File: config.mk
export PLATFORM = sky130hd
export DESIGN_NAME = ex_result_skid
export DESIGN_NICKNAME = d
export VERILOG_FILES = /design/src/rtl/ex_result_skid.sv
export SDC_FILE = /design/constraint.sdc
export NUM_CORES = 1
export LEC_CHECK = 0
export BUFFER_PORTS_ARGS = -buffer_cell sky130_fd_sc_hd__clkbuf_2
export CORE_MARGIN = 5
export CORE_UTILIZATION = 30
export CTS_CLUSTER_SIZE = 28
export DETAILED_ROUTE_END_ITERATION = 12
export GPL_TIMING_DRIVEN = 0
export PLACE_DENSITY = 0.64
export SETUP_SLACK_MARGIN = 0.4
export SKIP_CTS_REPAIR_TIMING = 1
export SYNTH_ARGS = -nofsm -noshare
export SYNTH_HDL_FRONTEND = slang
export SYNTH_SLANG_ARGS = --single-unit
File: constraint.sdc
create_clock -name clk -period 1.9 [get_ports clk]
set_input_delay 0.475 -clock clk [delete_from_list [all_inputs] [get_ports clk]]
set_output_delay 0.475 -clock clk [all_outputs]
set_load 0.01 [all_outputs]
File: src/rtl/ex_result_skid.sv
// ex_result_skid
// Result-side buffer of the execute stage. A two-register skid buffer holds up
// to two ALU results (main register drives the outputs, skid register catches
// the entry accepted while main is stalled), so in_ready is always a flop
// output. Optionally keeps the condition-code register {C, N, Z}.
//
// Build option: define EX_RESULT_CCR_EN to build the CCR flops, the flag logic
// and the ccr port. Without it in_op1/in_op2/in_mode are accepted but ignored
// and the handshake behaves identically.
module ex_result_skid #(
  parameter int DATA_W = 16,
  parameter int RA_W   = 3
) (
  input  logic              clk,
  input  logic              rst,
  input  logic              in_valid,
  output logic              in_ready,
  input  logic [DATA_W-1:0] in_result,
  input  logic [DATA_W-1:0] in_op1,
  input  logic [DATA_W-1:0] in_op2,
  input  logic [1:0]        in_mode,
  input  logic [RA_W-1:0]   in_rd,
  input  logic              in_regwrite,
  input  logic              flush,
  output logic              out_valid,
  input  logic              out_ready,
  output logic [DATA_W-1:0] out_result,
  output logic [RA_W-1:0]   out_rd,
  output logic              out_regwrite
`ifdef EX_RESULT_CCR_EN
  ,
  output logic [2:0]        ccr
`endif
);

  localparam logic [1:0] MODE_ADD = 2'b00;
  localparam logic [1:0] MODE_NOT = 2'b01;

  // Buffer state: main entry (visible downstream) and skid entry
  logic              main_valid_reg, main_valid_next;
  logic [DATA_W-1:0] main_result_reg, main_result_next;
  logic [RA_W-1:0]   main_rd_reg, main_rd_next;
  logic              main_regwrite_reg, main_regwrite_next;

  logic              skid_valid_reg, skid_valid_next;
  logic [DATA_W-1:0] skid_result_reg, skid_result_next;
  logic [RA_W-1:0]   skid_rd_reg, skid_rd_next;
  logic              skid_regwrite_reg, skid_regwrite_next;

  logic accept;
  logic pop;

  // in_ready comes straight from the skid valid flop, never from downstream
  assign in_ready = ~skid_valid_reg;
  assign accept   = in_valid & in_ready;
  assign pop      = main_valid_reg & out_ready;

  assign out_valid    = main_valid_reg;
  assign out_result   = main_result_reg;
  assign out_rd       = main_rd_reg;
  assign out_regwrite = main_regwrite_reg & main_valid_reg;

  // Next-state of the two entries; flush drops both valid bits and the
  // entry being accepted in the same cycle
  always_comb begin
    main_valid_next    = main_valid_reg;
    main_result_next   = main_result_reg;
    main_rd_next       = main_rd_reg;
    main_regwrite_next = main_regwrite_reg;
    skid_valid_next    = skid_valid_reg;
    skid_result_next   = skid_result_reg;
    skid_rd_next       = skid_rd_reg;
    skid_regwrite_next = skid_regwrite_reg;

    if (flush) begin
      main_valid_next = 1'b0;
      skid_valid_next = 1'b0;
    end else if (pop && skid_valid_reg) begin
      // in_ready is low here, so no accept can coincide with this refill
      main_valid_next    = 1'b1;
      main_result_next   = skid_result_reg;
      main_rd_next       = skid_rd_reg;
      main_regwrite_next = skid_regwrite_reg;
      skid_valid_next    = 1'b0;
    end else if (accept && (!main_valid_reg || pop)) begin
      main_valid_next    = 1'b1;
      main_result_next   = in_result;
      main_rd_next       = in_rd;
      main_regwrite_next = in_regwrite;
    end else if (accept) begin
      // main is held: park the entry in skid, in_ready drops next cycle
      skid_valid_next    = 1'b1;
      skid_result_next   = in_result;
      skid_rd_next       = in_rd;
      skid_regwrite_next = in_regwrite;
    end else if (pop) begin
      main_valid_next = 1'b0;
    end
  end

  // Entry registers; reset clears payloads too so outputs start at zero
  always_ff @(posedge clk) begin
    if (rst) begin
      main_valid_reg    <= 1'b0;
      main_result_reg   <= '0;
      main_rd_reg       <= '0;
      main_regwrite_reg <= 1'b0;
      skid_valid_reg    <= 1'b0;
      skid_result_reg   <= '0;
      skid_rd_reg       <= '0;
      skid_regwrite_reg <= 1'b0;
    end else begin
      main_valid_reg    <= main_valid_next;
      main_result_reg   <= main_result_next;
      main_rd_reg       <= main_rd_next;
      main_regwrite_reg <= main_regwrite_next;
      skid_valid_reg    <= skid_valid_next;
      skid_result_reg   <= skid_result_next;
      skid_rd_reg       <= skid_rd_next;
      skid_regwrite_reg <= skid_regwrite_next;
    end
  end

`ifdef EX_RESULT_CCR_EN
  logic [DATA_W:0] sum_full;
  logic            res_zero;
  logic            res_neg;
  logic [2:0]      ccr_reg, ccr_next;

  // Carry is recomputed here because the ALU does not export it
  assign sum_full = {1'b0, in_op1} + {1'b0, in_op2};
  assign res_zero = (in_result == '0);
  assign res_neg  = in_result[DATA_W-1];

  // Flags follow acceptance order; flushed entries never touch them
  always_comb begin
    ccr_next = ccr_reg;
    if (accept && !flush) begin
      case (in_mode)
        MODE_ADD: ccr_next = {sum_full[DATA_W], res_neg, res_zero};
        MODE_NOT: ccr_next = {ccr_reg[2], res_neg, res_zero};
        default:  ccr_next = ccr_reg;
      endcase
    end
  end

  // Condition-code register {C, N, Z}
  always_ff @(posedge clk) begin
    if (rst) begin
      ccr_reg <= 3'b000;
    end else begin
      ccr_reg <= ccr_next;
    end
  end

  assign ccr = ccr_reg;
`else
  // Operands and mode only feed the flag logic, which is not built here
  logic unused_ccr_inputs;
  assign unused_ccr_inputs = ^{in_op1, in_op2, in_mode, MODE_ADD, MODE_NOT};
`endif

endmodule

==> reports/qor.yml <==
ys_ff_latch: 42
wl_per_cell_um: 13.2
dr.pass1.iters: 4
syn_avg_cell_area_um2: 8.35
setup_ws_ns: 0.418
layout_common_cells: "nand2_1 (83), clkbuf_2 (47), dfxtp_1 (40), nor2_1 (23), a21oi_1 (22)"
portBuffers: 45
drc: 0
drv_cap: 0
critPathRequiredTime_ns: 2.11
die_h_um: 87.5
yosysTopAreaCell: "dfxtp_1"
status: "complete, no violations"
ir_worst_vdd_v: 0.000289
nNetsFinal: 330
syn2layout_area_growth_pct: 26.4
dpl_worst_slack_ns: 0.0860
cts_made_buffers: 5
cts_max_path_buffers: 2
fin_crit_ns: 1.48
grt_max_degree: 14
die_area_um2: 7660
end_kind: "flip-flop"
hold_class: "input port to flip-flop"
fp-row-count: 28
leakagePower_nw: 0.883
grt_pass1_wl_um: 6950
track_usage_pct: 11.7
cts_tree: "done"
start_kind: "flip-flop"
final_hold_viol_count: 0
period_share_pct: 78.0
rsz0062_at_grt: "yes"
drtIter0Drc: 96
crit_arrival_ns: 1.69
layout-drive-gt1-share_pct: 33.1
clock_skew_ns: 0.00542
yosysWarnings: 0
initial_core_util_pct: 30.6
crit_type: "flip-flop to flip-flop"
clkLatencyLatePin_ns: 0.30
gp_congestion: 0.733
synthTopCellsByArea: "dfxtp_1 (47%), nand2_1 (17%), a311oi_2 (17%)"
netlist_area_um2: 1800
clk_pin_slew_ns: 0.08
cp_slowest_cell: "dfxtp_4"
setup_tns_ns: 0
grt_pass1_vias: 1491
setup_viol: 0
htree_num_levels: 2
final_common_cell: "nand2_1"
antenna_found_initial: 0
synth_cell_types: 18
io_pins: 81
yosys.area.top_type_share_pct: 46.6
critPathMaxStageDelay_ns: 0.37
antennaDiodeCount: 0
wl_um: 4580
coreArea_um2: 5890
slew_violations: 0
cp_cell_sequence: "or2_4 -> a211oi_4 -> buf_6 -> buf_4 -> nor2_1 -> a311oi_2"
relSlewSlack_pct: 49.3
vias: 1630
ys_seq_area_share_pct: 46.6
max_freq_mhz: 675
antenna_left: 0
die_x_um: 87.5
cts_sinks: 42
dp_hpwl_um: 3210
clockRootBuffer: "clkbuf_8"
grt_remaining_overflow: 0
worst-path-max-fanout: 6
synth_fp_nets: 275
vias_per_cell: 4.70
worstMarginPinSlew_ns: 0.761
syn-instance-count: 216
powerDensity_nw_per_um2: 817
path summary, 6_finish.rpt:
path / from / to / slack (ns) / cells after the start
hold / removal: in_result[12] / skid_result_reg[12]$_SDFFE_PP0P_ / 0.41 / 3
setup reg to reg: skid_valid_reg$_SDFFE_PP0P_ / out_rd[0]$_SDFFE_PP0P_ / 0.42 / 6
hold reg to reg: skid_regwrite_reg$_SDFFE_PP0P_ / skid_regwrite_reg$_SDFFE_PP0P_ / 0.46 / 2
setup / recovery: skid_valid_reg$_SDFFE_PP0P_ / out_rd[0]$_SDFFE_PP0P_ / 0.42 / 6
report_power, final:
group	switching (mW)	internal [mW]
clock network	0.305	0.387
logic	0.133	0.102
registers	0.0205	0.914
total	0.458	1.40
layout make-up:
type	count	area, um^2
Fill cell	629	3610
Multi-Input combinational cell	156	875
Sequential cell	42	846
Timing Repair Buffer	48	251
Buffer	17	101
Tap cell	75	93.8
Clock buffer	5	68.8
Clock inverter	3	40.0
Inverter	1	3.75
cells in the mapped netlist:
| cell | number |
|---|---|
| buf_4 | 2 |
| a211oi_4 | 1 |
| nand3_1 | 1 |
| and2_1 | 1 |
| nor4_1 | 1 |
| inv_1 | 1 |
| buf_1 | 1 |
| a21oi_1 | 22 |
| a311oi_2 | 20 |
| clkbuf_1 | 12 |
| nand2_1 | 83 |
| dfxtp_1 | 42 |
| nor3_1 | 1 |
| nor2_1 | 23 |
| buf_6 | 2 |
| or4_1 | 1 |
| a21boi_0 | 1 |
| or2_1 | 1 |
layer usage:
metal  track usage (%)  vias to the layer above  part of all wire, %  routed length [um]
met5                 0                        -                    0                   0
met4              6.14                        0                  2.4                 108
met3              3.22                        8                  5.6                 258
met2              20.7                       34                   52                2370
met1              12.7                      754                   40                1850
li1                  -                      834                    -                   -
cells by family after synthesis:
| logic type | synth area share (%) |
|---|---|
| AND/OR/NAND/NOR | 24.1 |
| AO/OA/AOI/OAI | 24.3 |
| flip-flops | 46.6 |
| buffers and inverters | 5.00 |
stage by stage:
| stage | instances | total power, mW | instance area (um^2) | hold slack, ns | util [%] |
|---|---|---|---|---|---|
| global placement | 336 | 1.18 | 2120 | 0.443 | 36.1 |
| CTS | 344 | 1.88 | 2230 | 0.402 | 37.9 |
| floorplan | 216 | 1.09 | 1800 | 0.437 | - |
| global route | 347 | 1.94 | 2280 | 0.403 | 38.7 |
| finish | 347 | 1.86 | 2280 | 0.409 | 38.7 |
| detailed placement | 336 | 1.19 | 2120 | 0.447 | 36.1 |
worst max-delay path: cells and delay by family (launching register included):
| kind | cells | cell delay (ns) |
|---|---|---|
| AO/OA/AOI/OAI | 2 | 0.42 |
| buffers and inverters | 2 | 0.30 |
| flip-flops | 1 | 0.37 |
| AND/OR/NAND/NOR | 2 | 0.31 |
No activity file was read; power rests on OpenSTA's default activity.
